[src/rtl/atanh_pkg.sv]
// Shared types and constants for the piecewise atanh stream: Q-format widths,
// segment encoding, segment bounds/bases and the shift-add magnitude function.
package atanh_pkg;

    localparam int X_W = 8;  // Q0.7 activation in
    localparam int Y_W = 8;  // Q3.5 pre-activation out
    localparam int A_W = 7;  // |x| clamped to 127
    localparam int D_W = 7;  // offset into segment
    localparam int M_W = 8;  // internal unsigned sum width

    typedef enum logic [2:0] {
        S0 = 3'd0,
        S1 = 3'd1,
        S2 = 3'd2,
        S3 = 3'd3,
        S4 = 3'd4,
        S5 = 3'd5,
        S6 = 3'd6
    } seg_t;

    localparam logic [A_W-1:0] LB_S0 = 7'd0;
    localparam logic [A_W-1:0] LB_S1 = 7'd64;
    localparam logic [A_W-1:0] LB_S2 = 7'd96;
    localparam logic [A_W-1:0] LB_S3 = 7'd112;
    localparam logic [A_W-1:0] LB_S4 = 7'd120;
    localparam logic [A_W-1:0] LB_S5 = 7'd124;
    localparam logic [A_W-1:0] LB_S6 = 7'd127;

    localparam logic [M_W-1:0] BASE_S0 = 8'd0;
    localparam logic [M_W-1:0] BASE_S1 = 8'd17;
    localparam logic [M_W-1:0] BASE_S2 = 8'd31;
    localparam logic [M_W-1:0] BASE_S3 = 8'd43;
    localparam logic [M_W-1:0] BASE_S4 = 8'd55;
    localparam logic [M_W-1:0] BASE_S5 = 8'd66;
    localparam logic [M_W-1:0] BASE_S6 = 8'd89;

    // Slopes grow toward saturation; every term is a shift so no multiplier is inferred.
    function automatic logic [M_W-1:0] seg_mag(seg_t seg, logic [A_W-1:0] a,
                                               logic [D_W-1:0] d);
        logic [M_W-1:0] aa;
        logic [M_W-1:0] dd;
        logic [M_W-1:0] m;
        aa = {1'b0, a};
        dd = {1'b0, d};
        m  = '0;
        case (seg)
            S0: m = BASE_S0 + (aa >> 2) + (aa >> 5);
            S1: m = BASE_S1 + (dd >> 1) - (dd >> 3);
            S2: m = BASE_S2 + (dd >> 1) + (dd >> 2);
            S3: m = BASE_S3 + dd + (dd >> 1);
            S4: m = BASE_S4 + (dd << 1) + dd;
            S5: m = BASE_S5 + (dd << 2) + dd;
            S6: m = BASE_S6;
            default: m = '0;
        endcase
        return m;
    endfunction

endpackage

[src/rtl/atanh_seg_decode.sv]
// Combinational front end: splits a Q0.7 sample into sign, clamped magnitude,
// segment index and offset from the segment lower bound.
module atanh_seg_decode
    import atanh_pkg::*;
(
    input  logic [X_W-1:0] x_i,
    output logic           sign_o,
    output logic [A_W-1:0] a_o,
    output seg_t           seg_o,
    output logic [D_W-1:0] d_o
);

    logic [X_W-1:0] neg_x;
    logic [A_W-1:0] lb;

    assign neg_x  = -x_i;
    assign sign_o = x_i[X_W-1];

    always_comb begin
        // -128 has no positive Q0.7 counterpart; fold it onto 127.
        if (x_i == 8'h80)
            a_o = 7'd127;
        else if (x_i[X_W-1])
            a_o = neg_x[A_W-1:0];
        else
            a_o = x_i[A_W-1:0];
    end

    always_comb begin
        seg_o = S0;
        lb    = LB_S0;
        if (a_o >= LB_S6) begin
            seg_o = S6; lb = LB_S6;
        end else if (a_o >= LB_S5) begin
            seg_o = S5; lb = LB_S5;
        end else if (a_o >= LB_S4) begin
            seg_o = S4; lb = LB_S4;
        end else if (a_o >= LB_S3) begin
            seg_o = S3; lb = LB_S3;
        end else if (a_o >= LB_S2) begin
            seg_o = S2; lb = LB_S2;
        end else if (a_o >= LB_S1) begin
            seg_o = S1; lb = LB_S1;
        end
    end

    assign d_o = a_o - lb;

endmodule

[src/rtl/atanh_piecewise_stream.sv]
// Two-stage valid/ready stream computing piecewise atanh(y): Q0.7 in, Q3.5 out.
// Optional saturating clip counter enabled by defining ATANH_CLIP_CNT_EN.
module atanh_piecewise_stream
    import atanh_pkg::*;
#(
    parameter int CNT_W       = 16,
    parameter int CLIP_THRESH = 127
) (
    input  logic           clk,
    input  logic           reset,
    input  logic           in_valid,
    output logic           in_ready,
    input  logic [X_W-1:0] x_in,
    output logic           out_valid,
    input  logic           out_ready,
    output logic [Y_W-1:0] y_out
`ifdef ATANH_CLIP_CNT_EN
    ,
    output logic [CNT_W-1:0] clip_count
`endif
);

    logic           dec_sign;
    logic [A_W-1:0] dec_a;
    seg_t           dec_seg;
    logic [D_W-1:0] dec_d;

    logic           s1_valid_q;
    logic           s1_sign_q;
    logic [A_W-1:0] s1_a_q;
    seg_t           s1_seg_q;
    logic [D_W-1:0] s1_d_q;

    logic           out_valid_q;
    logic [Y_W-1:0] y_q;
    logic [Y_W-1:0] y_d;
    logic [M_W-1:0] mag;

    logic s1_advance;
    logic accept;

    atanh_seg_decode u_dec (
        .x_i    (x_in),
        .sign_o (dec_sign),
        .a_o    (dec_a),
        .seg_o  (dec_seg),
        .d_o    (dec_d)
    );

    assign s1_advance = !out_valid_q || out_ready;
    assign in_ready   = !s1_valid_q || s1_advance;
    assign accept     = in_valid && in_ready;

    assign mag = seg_mag(s1_seg_q, s1_a_q, s1_d_q);
    assign y_d = s1_sign_q ? -mag : mag;

    always_ff @(posedge clk) begin
        if (reset) begin
            s1_valid_q  <= 1'b0;
            s1_sign_q   <= 1'b0;
            s1_a_q      <= '0;
            s1_seg_q    <= S0;
            s1_d_q      <= '0;
            out_valid_q <= 1'b0;
            y_q         <= '0;
        end else begin
            if (in_ready) begin
                s1_valid_q <= in_valid;
                if (in_valid) begin
                    s1_sign_q <= dec_sign;
                    s1_a_q    <= dec_a;
                    s1_seg_q  <= dec_seg;
                    s1_d_q    <= dec_d;
                end
            end
            // Output register only moves when downstream is free, so y_out holds under stall.
            if (s1_advance) begin
                out_valid_q <= s1_valid_q;
                if (s1_valid_q)
                    y_q <= y_d;
            end
        end
    end

    assign out_valid = out_valid_q;
    assign y_out     = y_q;

`ifdef ATANH_CLIP_CNT_EN
    logic [CNT_W-1:0] clip_q;

    always_ff @(posedge clk) begin
        if (reset)
            clip_q <= '0;
        else if (accept && (int'(dec_a) >= CLIP_THRESH) && (clip_q != {CNT_W{1'b1}}))
            clip_q <= clip_q + 1'b1;
    end

    assign clip_count = clip_q;
`else
    logic unused_cfg;
    assign unused_cfg = accept ^ (CNT_W == 0) ^ (CLIP_THRESH == 0);
`endif

endmodule
[config.mk]
export PLATFORM = sky130hd
export DESIGN_NAME = atanh_piecewise_stream
export DESIGN_NICKNAME = d
export VERILOG_FILES = /design/src/rtl/atanh_pkg.sv /design/src/rtl/atanh_seg_decode.sv /design/src/rtl/atanh_piecewise_stream.sv
export SDC_FILE = /design/constraint.sdc
export NUM_CORES = 1
export LEC_CHECK = 0
export CAP_MARGIN = 0
export CORE_ASPECT_RATIO = 0.8
export CORE_MARGIN = 2
export CORE_UTILIZATION = 60
export DETAILED_ROUTE_END_ITERATION = 10
export GPL_TIMING_DRIVEN = 0
export PLACE_DENSITY = 0.8
export RECOVER_POWER = 25
export SLEW_MARGIN = 20
export SYNTH_ARGS = -nofsm -noshare
export SYNTH_HDL_FRONTEND = slang
export SYNTH_HIERARCHICAL = 1
export SYNTH_SLANG_ARGS = --single-unit
[constraint.sdc]
create_clock -name clk -period 10.7 [get_ports clk]
set_clock_uncertainty 0.05 [all_clocks]
set_input_delay 2.14 -clock clk [delete_from_list [all_inputs] [get_ports clk]]
set_output_delay 2.14 -clock clk [all_outputs]
set_load 0.05 [all_outputs]
==> run_results.csv, run 1 <==
group,metric,value,unit
grt,overflow,0,
drt,remaining_drc_errors,0,
sta,clock.fmax,170,MHz
clock_network,postCtsSetupBuffers,0,
sta,finalHoldViolCount,0,
grt,grt_pass1_wl,14500,µm
worst_hold_path,hp-class,"reg2reg",
synth,synth-edff-count,0,
die,num_rows,24,
clock_network,clock_latency,0.28,ns
synth,syn-instance-count,445,
placed_design,io_buffers,20,
sta,rsz0062_at_grt,"no",
setup_path,critical_path_arrival,3.70,ns
clock_network,cts_tree,"built",
placed_design,place_worst_setup_slack,4.78,ns
job,cap_violations,0,
die,die_w,88.5,µm
setup_path,critPathLaunchType,"input port",
synth,syn-num-nets,510,
sta,fin_crit,5.89,ns
clock_network,htreeDepth,1,
drt,avgViaCountPerCell,6.06,
layout,drive_above_1_share,7.68,%
drt,ant_nets,0,
sta,setup_ws,4.81,ns
synth,yosysUniqueCellTypes,71,
synth,async_flop_share,0,%
layout,final_nets,535,
setup_path,r2r-end,"y_out[4]",
synth,synth_seq_cells,26,
setup_path,crit_required,8.51,ns
run_status,status,"complete, no violations",
synth,yosys_most_used_dff,"dfxtp_1",
setup_path,crit_start,"out_ready",
synth,ys_seq_area_share,15.2,%
setup_path,critPathKind,"in2out",
layout,diodes,0,
drt,wl_per_cell,16.3,µm
clock_network,cts.sinks,26,
synth,synth_area,0.00342,mm²
pwr,ir_drop,0.0000812,V
synth,yosysWarningCount,6,
placed_design,post-place-cells,543,
grt,grt.total_usage,29.2,%
grt,grt_max_degree,16,
placed_design,hpwlAfterDp,7070,µm
clock_network,cts_root_buf,"clkbuf_8",
die,start_util,62.7,%
pwr,power.density,129,mW/mm²
pwr,fin_total_pwr,491,µW
die,core,0.00547,mm²
drt,drtIter0Drc,329,
synth,syn_area_per_cell,7.70,µm²
clock_network,cts_buffers,3,
pwr,p_leak,0.00162,µW
clock_network,hold_buffers,0,
setup_path,r2r_slack,7.08,ns
drt,drt_wl_total,8920,µm
layout,final_util,69.4,%
sta,tns,0,ns
layout,fin_cells,547,
grt,antenna_found_initial,0,
layout,area_growth_syn_to_layout,10.8,%
clock_network,cts.path.max_buffers,2,
clock_network,cts_resized,0,
drt,vias,3317,
setup_path,endpoint,"in_ready",
die,die-area,0.00633,mm²
drt,first_pass_iters,5,
sta,finalSetupViolCount,0,
die,die_h,71.6,µm
sta,relSlewSlack,55.0,%
setup_path,crit_path_end_kind,"primary output",
setup_path,reg2reg_depth,14,
clock_network,path_clk_slew,0.10,ns
sta,worst_pin_slew,0.671,ns
die,io_pins,22,
grt,first_global_vias,3041,
sta,post-route-period-util,55.0,%
sta,drv_slew,0,
setup_path,crit_path_max_fanout,4,
placed_design,place_congestion,0.962,
setup_path,timing.rr.start,"s1_d_q[2]",
[layout make-up]
| cell class | instances | area [µm²] |
|---|---|---|
| clock buffers | 3 | 41.3 |
| inverters | 39 | 146 |
| fillers | 497 | 1670 |
| repair buffers | 20 | 200 |
| multi-input cells | 363 | 2660 |
| well taps | 78 | 97.6 |
| clock inverters | 1 | 30.0 |
| plain buffers | 17 | 95.1 |
| flip-flops and latches | 26 | 520 |
[flip-flops by register name, indices dropped and copies added, names as in the netlist]
name        count
out_valid       1
s1_a_q          5
s1_sign_q       1
y_out           8
s1_valid_q      1
s1_d_q          7
s1_seg_q        3
[cells by family after synthesis]
group | Yosys count | share of synthesized area [%]
XOR/XNOR | 29 | 7.64
buffers and inverters | 56 | 7.05
other | 1 | 0.110
multiplexers | 10 | 3.07
adder cells (fa/ha/maj) | 53 | 20.5
AND/OR/NAND/NOR | 161 | 23.7
flip-flops | 26 | 15.2
AO/OA/AOI/OAI | 109 | 22.8
[how the worst min path moves through the flow]
| stage | start | end | slack, ns | cells after the start |
|---|---|---|---|---|
| 4_1_cts | s1_a_q[2] | s1_a_q[2] | 0.42 | 2 |
| 6_report | s1_a_q[2] | s1_a_q[2] | 0.43 | 2 |
| 5_1_grt | s1_a_q[2] | s1_a_q[2] | 0.46 | 2 |
| 3_3_place_gp | s1_a_q[2] | s1_a_q[2] | 0.41 | 2 |
| 3_5_place_dp | s1_a_q[2] | s1_a_q[2] | 0.41 | 2 |
| 2_1_floorplan | s1_a_q[2] | s1_a_q[2] | 0.39 | 2 |
[power breakdown]
part	switching (µW)	internal, µW
registers	10.5	104
clock network	32.9	50.1
logic	169	124
[metrics by stage]
stage	hold slack [ns]	area, µm²
after floorplan	0.391	3420
after global placement	0.405	3720
after detailed placement	0.405	3720
after CTS	0.421	3790
after global routing	0.458	3790
final	0.427	3790
[cells in the final DEF, fill, tap and decap left out, types with 6 or more instances in the layout]
| cell type | n |
|---|---|
| xor2_1 | 13 |
| clkdlybuf4s50_1 | 13 |
| nor2_1 | 36 |
| nand2_1 | 59 |
| a21oi_1 | 36 |
| dlygate4sd3_1 | 7 |
| clkbuf_1 | 8 |
| mux2i_1 | 6 |
| nand2b_1 | 10 |
| xnor2_1 | 15 |
| nand3b_1 | 6 |
| ha_1 | 48 |
| o21ai_0 | 12 |
| inv_1 | 38 |
| nor2b_1 | 10 |
| dfxtp_1 | 26 |
[cells in the mapped netlist (4+ instances only)]
cell type / number / share of area (%)
o211ai_1: 5 / 1.1
o31ai_1: 4 / 0.88
nand2_1: 59 / 6.5
xor2_1: 13 / 3.3
nor3_1: 5 / 0.73
fa_1: 5 / 2.9
buf_2: 4 / 0.58
nand2b_1: 10 / 1.8
o21a_1: 4 / 0.88
o21ai_0: 12 / 1.8
mux2i_1: 6 / 1.8
a21oi_1: 36 / 5.3
mux2_2: 4 / 1.3
inv_1: 38 / 4.2
a31oi_1: 4 / 0.73
a21o_1: 4 / 0.88
or2_2: 4 / 0.73
nor2_1: 36 / 3.9
xnor2_1: 15 / 3.8
nand3b_1: 6 / 1.3
clkbuf_1: 8 / 0.88
dfxtp_1: 26 / 15
ha_1: 48 / 18
nor2b_1: 10 / 1.8
nor4bb_1: 4 / 1.2
nand3_1: 5 / 0.73
or3_1: 4 / 0.73
[critical path: stages]
cell and delay, ns:
dlygate4sd3_1 0.53, nor2b_1 0.20, nand2_1 0.11, clkdlybuf4s50_1 0.71
[per-layer routing]
metal,GRT usage (%),wire (µm)
met1,44.3,4260
met2,44.2,3800
met3,4.95,714
met4,5.22,142
met5,0,0
No activity file was read; power rests on OpenSTA's default activity.
==> inputs of run 2 (changes only) <==
--- a/config.mk
+++ b/config.mk
@@ -8,10 +8,10 @@
 export CAP_MARGIN = 0
 export CORE_ASPECT_RATIO = 0.8
 export CORE_MARGIN = 2
-export CORE_UTILIZATION = 60
+export CORE_UTILIZATION = 55
 export DETAILED_ROUTE_END_ITERATION = 10
 export GPL_TIMING_DRIVEN = 0
-export PLACE_DENSITY = 0.8
+export PLACE_DENSITY = 0.77
 export RECOVER_POWER = 25
 export SLEW_MARGIN = 20
 export SYNTH_ARGS = -nofsm -noshare
==> constraint.sdc (replaced) <==
create_clock -name clk -period 5 [get_ports clk]
set_clock_uncertainty 0.05 [all_clocks]
set_input_delay 1 -clock clk [delete_from_list [all_inputs] [get_ports clk]]
set_output_delay 1 -clock clk [all_outputs]
set_load 0.05 [all_outputs]
==> run 2 against run 1 <==
Global-route usage decreased by 3.1 points. Non-clock buffer count unchanged. Sequential power increased by 110%. Via count decreased by 3.0%. Flip-flop and latch count unchanged. Total power increased by 110%. Worst hold slack improved by 0.0040 ns. Cell count increased by 0.55%.
==> run_results.csv, run 2 (synthesized netlist as in run 1, its figures left out) <==
group,metric,value,unit
run_status,status,"complete, no violations",
clock_network,postCtsSetupBuffers,0,
sta,tns,0,ns
die,die_w,92.2,µm
grt,grt_pass1_wl,14300,µm
clock_network,cts_root_buf,"clkbuf_8",
clock_network,hold_buffers,0,
die,die-area,0.00688,mm²
grt,first_global_vias,2902,
clock_network,cts_buffers,3,
setup_path,critPathKind,"in2reg",
sta,relSlewSlack,57.3,%
layout,diodes,0,
clock_network,cts_tree,"built",
layout,area_growth_syn_to_layout,10.9,%
die,die_h,74.6,µm
sta,finalSetupViolCount,0,
worst_hold_path,hp-class,"reg2reg",
job,cap_violations,0,
layout,largest_reg_flops,8,
sta,worst_pin_slew,0.637,ns
setup_path,critPathLaunchType,"input port",
pwr,power.density,276,mW/mm²
sta,rsz0062_at_grt,"no",
pwr,fin_total_pwr,1050,µW
clock_network,htreeDepth,1,
clock_network,cts.path.max_buffers,2,
clock_network,cts.sinks,26,
placed_design,place_congestion,0.903,
pwr,ir_drop,0.000134,V
placed_design,io_buffers,20,
grt,grt.total_usage,26.1,%
sta,fin_crit,4.49,ns
die,core,0.00597,mm²
layout,drive_above_1_share,7.68,%
drt,drt_wl_total,8620,µm
pwr,p_leak,0.00162,µW
setup_path,crit_required,5.10,ns
layout,final_nets,535,
drt,first_pass_iters,5,
sta,finalHoldViolCount,0,
clock_network,clock_latency,0.29,ns
clock_network,cts_resized,0,
grt,overflow,0,
die,start_util,57.3,%
placed_design,hpwlAfterDp,7020,µm
drt,drtIter0Drc,238,
drt,ant_nets,0,
layout,layout_commonest_cell,"nand2_1",
setup_path,crit_path_end_kind,"flip-flop",
sta,clock.fmax,223,MHz
drt,vias,3219,
layout,layout_common_cells,"59 x nand2_1, 48 x ha_1, 38 x inv_1",
drt,wl_per_cell,15.7,µm
die,io_pins,22,
drt,remaining_drc_errors,0,
grt,antenna_found_initial,0,
setup_path,crit_path_max_fanout,7,
sta,post-route-period-util,89.8,%
clock_network,path_clk_slew,0.10,ns
drt,avgViaCountPerCell,5.85,
die,num_rows,25,
sta,drv_slew,0,
setup_path,critical_path_arrival,4.59,ns
grt,grt_max_degree,16,
[run 2: cell counts in the layout (fill, tap and decap cells not counted)]
No cell type changed its count.
[run 2: worst paths after layout]
kind,startpoint,to,slack [ns],cells after the start
min reg2reg,s1_a_q[2],s1_a_q[2],0.43,2
max,x_in[0],s1_d_q[6],0.51,17
min,s1_a_q[2],s1_a_q[2],0.43,2
max reg2reg,s1_d_q[2],y_out[7],1.52,12
[run 2: cell type report]
class	instances	area, µm²
Timing Repair Buffer	20	200
Sequential cell	26	520
Fill cell	530	2180
Inverter	39	146
Clock buffer	3	41.3
Buffer	17	95.1
Multi-Input combinational cell	363	2660
Clock inverter	1	30.0
Tap cell	81	101
[run 2: report_power, final]
| group | switching [µW] | internal (µW) |
|---|---|---|
| combinational | 357 | 266 |
| sequential | 21.6 | 223 |
| clock | 73.2 | 107 |
[run 2: metrics by stage]
step / utilization (%) / hold slack, ns / setup slack (ns) / area, µm² / instances
after CTS: 63.6 / 0.436 / 0.520 / 3800 / 550
after detailed placement: 62.4 / 0.420 / 0.239 / 3730 / 546
after global routing: 63.6 / 0.453 / 0.162 / 3800 / 550
after global placement: 62.4 / 0.406 / 0.365 / 3730 / 546
after floorplan: - / 0.391 / 1.27 / 3420 / 445
final: 63.6 / 0.431 / 0.508 / 3800 / 550
[run 2: worst max-delay path, stage by stage]
cell             delay [ns]
clkdlybuf4s50_1        0.54
inv_1                  0.17
ha_1                   0.27
or3b_2                 0.46
a211oi_1               0.49
o21ai_2                0.11
and2b_4                0.20
inv_2                  0.08
nor2_1                 0.06
fa_1                   0.43
nor2b_1                0.12
o21ai_0                0.10
a21boi_0               0.28
o21a_1                 0.15
nor2_1                 0.04
nand2_1                0.05
a21oi_1                0.06
[run 2: metal layers]
| layer | GRT usage, % | vias up | part of all wire [%] | wire length (µm) |
|---|---|---|---|---|
| li1 | - | 1622 | - | - |
| met1 | 39.6 | 1475 | 51 | 4410 |
| met2 | 40.0 | 110 | 41 | 3500 |
| met3 | 4.76 | 12 | 7.3 | 629 |
| met4 | 3.15 | 0 | 0.84 | 72 |
| met5 | 0 | - | 0 | 0 |
==> inputs of run 3 (changes only) <==
--- a/config.mk
+++ b/config.mk
@@ -9,6 +9,7 @@
 export CORE_ASPECT_RATIO = 0.8
 export CORE_MARGIN = 2
 export CORE_UTILIZATION = 55
+export CTS_CLUSTER_DIAMETER = 100
 export DETAILED_ROUTE_END_ITERATION = 10
 export GPL_TIMING_DRIVEN = 0
 export PLACE_DENSITY = 0.77
==> results of run 3 <==
No change in the layout: final DEF, timing and power equal those of run 2.
